File: src/rtl/sync2_toggle_event_mux.sv
// Multi-channel toggle-to-pulse synchroniser with saturating per-channel event
// counters drained through a round-robin valid/ready stream. Optional macro: SYNC2_TOGGLE_EVT_OVF_EN.
module sync2_toggle_event_mux #(
  parameter int unsigned CHANNELS    = 4,
  parameter int unsigned SYNC_STAGES = 2,
  parameter int unsigned CNT_W       = 4,
  localparam int unsigned CHAN_W     = (CHANNELS > 1) ? $clog2(CHANNELS) : 1
) (
  input  logic                clk,
  input  logic                rst,
  input  logic [CHANNELS-1:0] toggle,
  output logic [CHANNELS-1:0] pulse,
  output logic [CHANNELS-1:0] out_toggle,
  output logic                evt_valid,
  input  logic                evt_ready,
  output logic [CHAN_W-1:0]   evt_chan,
  output logic [CNT_W-1:0]    evt_cnt,
  output logic [CHANNELS-1:0] ovf
);

  localparam logic [CNT_W-1:0]  CNT_MAX  = '1;
  localparam logic [CHAN_W-1:0] LAST_RST = CHAN_W'(CHANNELS - 1);

  typedef enum logic {EMPTY, FULL} state_t;

  state_t               state, state_nx;
  logic [CHANNELS-1:0]  sync_q [SYNC_STAGES];
  logic [CHANNELS-1:0]  s_toggle;
  logic [CNT_W-1:0]     pend [CHANNELS];
  logic [CHANNELS-1:0]  pend_nz;
  logic [CHAN_W-1:0]    last, last_nx;
  logic [CHAN_W-1:0]    cand, grant_idx;
  logic                 grant_found, load, grant_take;
  logic [CHAN_W-1:0]    chan_nx;
  logic [CNT_W-1:0]     cnt_nx;

  always_ff @(posedge clk or negedge rst) begin
    if (!rst) begin
      for (int unsigned s = 0; s < SYNC_STAGES; s++) sync_q[s] <= '0;
      out_toggle <= '0;
    end else begin
      sync_q[0] <= toggle;
      for (int unsigned s = 1; s < SYNC_STAGES; s++) sync_q[s] <= sync_q[s-1];
      out_toggle <= s_toggle;
    end
  end

  assign s_toggle = sync_q[SYNC_STAGES-1];
  assign pulse    = s_toggle ^ out_toggle;

  always_comb begin
    for (int unsigned i = 0; i < CHANNELS; i++) pend_nz[i] = (pend[i] != '0);
  end

  // Search starts one past the last grant and wraps, so every channel is visited once.
  always_comb begin
    grant_found = 1'b0;
    grant_idx   = last;
    cand        = '0;
    for (int unsigned k = 1; k <= CHANNELS; k++) begin
      cand = CHAN_W'((32'(last) + k) % CHANNELS);
      if (!grant_found && pend_nz[cand]) begin
        grant_found = 1'b1;
        grant_idx   = cand;
      end
    end
  end

  assign load       = (state == EMPTY) || evt_ready;
  assign grant_take = load && grant_found;

  always_comb begin
    state_nx = state;
    chan_nx  = evt_chan;
    cnt_nx   = evt_cnt;
    last_nx  = last;
    if (load) begin
      if (grant_found) begin
        state_nx = FULL;
        chan_nx  = grant_idx;
        cnt_nx   = pend[grant_idx];
        last_nx  = grant_idx;
      end else begin
        state_nx = EMPTY;
      end
    end
  end

  always_ff @(posedge clk or negedge rst) begin
    if (!rst) begin
      state    <= EMPTY;
      evt_chan <= '0;
      evt_cnt  <= '0;
      last     <= LAST_RST;
    end else begin
      state    <= state_nx;
      evt_chan <= chan_nx;
      evt_cnt  <= cnt_nx;
      last     <= last_nx;
    end
  end

  assign evt_valid = (state == FULL);

  // A pulse landing on the granted channel restarts its count at 1 rather than 0.
  always_ff @(posedge clk or negedge rst) begin
    if (!rst) begin
      for (int unsigned i = 0; i < CHANNELS; i++) pend[i] <= '0;
    end else begin
      for (int unsigned i = 0; i < CHANNELS; i++) begin
        if (grant_take && (grant_idx == CHAN_W'(i))) begin
          pend[i] <= pulse[i] ? CNT_W'(1) : '0;
        end else if (pulse[i] && (pend[i] != CNT_MAX)) begin
          pend[i] <= pend[i] + CNT_W'(1);
        end
      end
    end
  end

`ifdef SYNC2_TOGGLE_EVT_OVF_EN
  // A saturated channel being granted this cycle loses nothing, so it does not flag.
  always_ff @(posedge clk or negedge rst) begin
    if (!rst) begin
      ovf <= '0;
    end else begin
      for (int unsigned i = 0; i < CHANNELS; i++) begin
        if (pulse[i] && (pend[i] == CNT_MAX) &&
            !(grant_take && (grant_idx == CHAN_W'(i)))) begin
          ovf[i] <= 1'b1;
        end
      end
    end
  end
`else
  assign ovf = '0;
`endif

endmodule

File: config.mk
export PLATFORM = sky130hd
export DESIGN_NAME = sync2_toggle_event_mux
export DESIGN_NICKNAME = d
export VERILOG_FILES = /design/src/rtl/sync2_toggle_event_mux.sv
export SDC_FILE = /design/constraint.sdc
export NUM_CORES = 1
export LEC_CHECK = 0
export ABC_AREA = 1
export CAP_MARGIN = 20
export CORE_ASPECT_RATIO = 0.8
export CORE_MARGIN = 5
export CORE_UTILIZATION = 55
export DETAILED_ROUTE_END_ITERATION = 7
export PLACE_DENSITY = 0.81
export SLEW_MARGIN = 0
export SYNTH_ARGS = -nofsm -noshare
export SYNTH_HDL_FRONTEND = slang
export SYNTH_SLANG_ARGS = --single-unit
File: constraint.sdc
create_clock -name clk -period 3.4 [get_ports clk]
set_input_delay 0.68 -clock clk [delete_from_list [all_inputs] [get_ports clk]]
set_output_delay 0.68 -clock clk [all_outputs]
set_load 0.01 [all_outputs]
Word level (Yosys, flattened, before mapping):

Cells that the tools add are included.

* register bits after elaboration: 37
* input bits: 7
* logic and storage cells: 92

* $add $sub $neg: 8
* $lt $le $gt $ge: 5
* equal/unequal tests: 7
* mux-type cells: 32
* bitwise gates (word level): 3
* reductions and logical operators: 26

Operators by type and width (number)
* two-way mux 4 bit: 10
* adder 4 x 1 -> 4 bit, second input constant: 4
* inequality test 4 bit, second input constant: 4
* nonzero test 4 bit: 4
* two-way mux 1 bit: 13
* logical AND 1 bit: 12
* < comparator 2 x 3 -> 1 bit, second input constant: 4
* binary-select mux 1 bit (select 2 bit): 4
* binary-select mux 4 bit (select 2 bit): 1
* two-way mux 2 bit: 4
* nonzero test 2 bit: 4
* adder 2 x 1 -> 2 bit, second input constant: 2
* adder 2 bit, second input constant: 2
* == test 2 bit, second input constant: 2
* XOR 4 bit: 1
* >= comparator 3 bit, second input constant: 1
* zero test 1 bit: 3
* NOT 2 -> 3 bit: 1
* == test 2 x 1 -> 1 bit, second input constant: 1
* zero test 2 bit: 1
* AND reduction 2 bit: 1
* logical OR 1 bit: 1
* NOT 1 bit: 1

Logic depth before layout (Yosys ltp):

* depth after elaboration: 17
* depth in mapped cells: 15
* depth with buffers taken out: 15

Least setup slack after synthesis:

Ideal clock, no wire load.

* kind: register to register
* start: register last[0]
* end: register pend[0] (netlist name)
* arrival: 1715 ps
* required time: 3335 ps
* path slack: 1620 ps
* cell stages (with the launch flop): 14
* path buffers: 1
* period minus slack after synthesis: 1780 ps
* path through: dfstp_2 > buf_6 > nand3_1 > nand2_1 > nand2_2 > nand2_4 > nand3_1 > nand2_1 > nand2_1 > nand2_4 > nand2_2 > nor2_4 > nand2_1 > nand2_1

* word-level cells in the longest chain between the ends: 16
* elaborated cells on any way between the ends: 31
* classes of those cells: add/sub (4); eq/ne (1); mux (17); reduce/logical (9)

Ends and longest elaborated chain
* from (decl): RTL line 31 `logic [CHAN_W-1:0] last, last_nx;`
* from (signal assigned): RTL line 99 `last <= last_nx;`
* adder 2 x 1 -> 2 bit: RTL line 61 `cand = CHAN_W'((32'(last) + k) % CHANNELS);`
* binary-select mux 1 bit (select 2 bit): RTL line 62 `if (!grant_found && pend_nz[cand]) begin`
* two-way mux 1 bit (not written as such): RTL line 62
* two-way mux 1 bit: RTL line 62
* zero test 1 bit: RTL line 62
* logical AND 1 bit: RTL line 62
* two-way mux 1 bit: RTL line 62
* zero test 1 bit: RTL line 62
* logical AND 1 bit: RTL line 62
* two-way mux 1 bit: RTL line 62
* zero test 1 bit: RTL line 62
* logical AND 1 bit: RTL line 62
* two-way mux 2 bit or two-way mux 1 bit (tied branches): RTL line 62
* == test 2 bit or logical AND 1 bit (tied branches): RTL line 111, 70
* logical AND 1 bit (*): RTL line 111 `if (grant_take && (grant_idx == CHAN_W'(i))) begin`
* two-way mux 4 bit or nonzero test 2 bit (tied branches)
* to (signal, indexed assignment): RTL line 112 `pend[i] <= pulse[i] ? CNT_W'(1) : '0;`
* to (signal, indexed assignment): RTL line 114 `pend[i] <= pend[i] + CNT_W'(1);`
* to (decl): RTL line 29 `logic [CNT_W-1:0] pend [CHANNELS];`

Every way passes the cells marked *; elsewhere a longest branch is shown, timed or not. The select of a mux whose other input is x is not followed.
A chain may end at the register's enable or synchronous reset.

Final worst setup path:

* start: register out_toggle[2]
* end: output pulse[2]

* word-level cells in the longest chain between the ends: 1

Ends and longest elaborated chain
* from (decl): RTL line 13 `output logic [CHANNELS-1:0] out_toggle,`
* from (signal assigned): RTL line 44 `out_toggle <= s_toggle;`
* XOR 4 bit: RTL line 49 `assign pulse = s_toggle ^ out_toggle;`
* to (decl): RTL line 12 `output logic [CHANNELS-1:0] pulse,`

No other way between the ends.

==> impl_results.md <==
- Final Skew: 7.10 ps
- Fin area: 0.00256 sq mm
- Cell count after synthesis: 264
- Number of synthesized register bits: 37
- Vias in the first global route: 1,717
- Post-CTS sizing: 0
- CTS tree: built
- Site Rows: 20
- Yosys top cell by area: dfrtp_1
- # setup viols final: 0
- DR DRC count: 0
- Initial antenna violation count: 0
- Max cap viols: 0
- Routed vias/inst: 5.28
- Synth top area share: 39.6%
- Reg clk slew, reported paths: 70 ps
- Mapped Area: 0.00221 sq mm
- Clock insertion delay at the later pin of the skew report: 290 ps
- Unrepaired setup endpoints after global routing: false
- Gr usage total: 18.3%
- Total number of vias: 1,821
- Crit path DAT: 1600 ps
- Cts hold-fix bufs: 0
- Setup tns final: 0 ps
- Critical path class: reg2out
- Core ar.: 0.00383 sq mm
- WL final: 4.40 mm
- Cell Pwr Density: 1040 mW/mm^2
- CP Data Required Time: 2720 ps
- Maximum vdd drop: 0.000474 V
- Crit-path max FO: 3
- First-pass GRT wire length: 7.53 mm
- Setup WS pre-CTS: 1300 ps
- Fin. Hold Viols: 0
- Placed cell areas: 0.00244 sq mm
- Initial core utilization: 57.7%
- Post-CTS setup buffer count: 0
- Relative slew slack: 47.7%
- Total grt overflow: 0
- Tmin final: 2280 ps
- Ports: 26
- CP startpoint kind: flop
- Fraction of layout cells with a size suffix above 1: 15.2%
- Asr flop ratio synth: 100%
- Routability cong.: 0.932
- DR WL/cell: 12.8 um
- EDFF count, synth: 0
- Status: completed
- Largest net degree at the start of global routing: 38
- Warnings, synthesis: 0
- IO Port Bufs: 21
- Top_reg_cell synth: dfrtp_1
- CP Capture Type: primary output
- Final #Nets: 304
- Slew @ Worst Pin: 784 ps
- Antenna-violating nets left: 0
- Register area share after synthesis: 42.0%
- Clock Sinks: 37
- Root Driver: clkbuf_8
- H-tree lvl count: 2
- Max frequency: 439 MHz
- Syn avg cell area: 8.37 sq um
- Post-synth cell types: 32
- Max-slew violations: 0
- Starting DRT DRC Count: 80
- Layout area overhead: 15.8%
- Worst min path class: reg2reg
- Fin crit share: 66.9%
- Most numerous cell in the Yosys netlist: nand2_1
- TritonRoute pass-1 iters: 4
- HPWL reported at the end of detailed placement: 3.29 mm
- Die area: 0.00540 sq mm
- CTS buffer count: 5
- Final WS setup: 1120 ps
- Die W: 80.9 um
- Die Ht: 66.7 um
- Diodes inserted: 0
- Leak Pwr: 0.00126 uW
- Total power: 2670 uW
- CTS max path bufs: 2
- Top cells by count, synth: 72 x nand2_1, 35 x dfrtp_1, 34 x nand3_1
- Top cells by area, synth: dfrtp_1 40%, nand2_1 12%, nand3_1 7.7%
## where the power goes
part	total (uW)	internal, uW	leakage (uW)	switching, uW
clock	394	239	0.0000585	155
sequential	765	590	0.000448	175
combinational	1510	534	0.000749	976
total	2670	1360	0.00126	1310
## per-stage QoR
step / instances / util (%) / hold WS, ps
finish: 345 / 66.9 / 350
CTS: 345 / 66.9 / 351
floorplan: 267 / - / 331
global placement: 337 / 63.8 / 332
global route: 345 / 66.9 / 356
detailed placement: 337 / 63.8 / 335
## cell usage in the layout, fill, tap and decap left out, types with 4 or more instances in the layout
cell / instances
nand2_1: 72
inv_1: 17
clkdlybuf4s50_1: 20
nand3_2: 7
nand4_1: 6
nand2_4: 5
nand3_1: 34
nor2_4: 4
clkbuf_8: 6
inv_2: 4
xor2_1: 11
nand2_2: 7
nor2_1: 17
dfrtp_1: 35
a21oi_1: 5
o21ai_0: 7
conb_1: 4
ha_1: 8
## logic make-up (layout without fill, tap and decap cells)
kind of cell	after synthesis	count (layout)	share of synthesized area [%]
simple gates	160	160	37.9
compound gates	17	17	4.07
xor+xnor	12	12	4.75
other cells	1	4	0.170
buf+inv	29	52	6.62
fa+ha+maj	8	8	4.53
flops	37	37	42.0
## path summary, 6_finish.rpt
kind / cells past startpoint / slack (ps) / startpoint / to
max: 2 / 1120 / out_toggle[2]$_DFF_PN0_ / pulse[2]
min: 0 / 350 / sync_q[6]$_DFF_PN0_ / s_toggle[2]$_DFF_PN0_
max reg2reg: 12 / 1270 / pend[4]$_DFFE_PN0P_ / pend[0]$_DFFE_PN0P_
max in group asynchronous: 1 / 2440 / rst / evt_cnt[0]$_DFFE_PN0P_
min in group asynchronous: 1 / 460 / rst / pend[8]$_DFFE_PN0P_
min reg2reg: 0 / 350 / sync_q[6]$_DFF_PN0_ / s_toggle[2]$_DFF_PN0_
## critical path, stage by stage (launching register included)
cell             delay [ps]
dfrtp_1                 400
xor2_1                  310
clkdlybuf4s50_1         600
## per-layer routing
layer	global-route usage [%]	share of wire, %	vias up
li1	-	-	902
met1	24.6	46	859
met2	28.7	46	53
met3	3.78	6.8	7
met4	7.59	1.5	0
met5	0	0	-
## cell type report
cell class / instances / area, sq um
fill: 327 / 1270
multi-input combinational: 201 / 1150
inverter: 23 / 93.8
clock inverter: 1 / 30.0
clock buffer: 7 / 86.3
timing repair buffer: 21 / 205
sequential: 37 / 928
tap: 55 / 68.8
## registers in the layout, summed over array words and instances, names as in the netlist
register,cells
pend,16
sync_q,4
evt_cnt,4
evt_chan,2
last,2
out_toggle,4
evt_valid,1
s_toggle,4
Note: power is estimated with default switching activity, not from simulation.
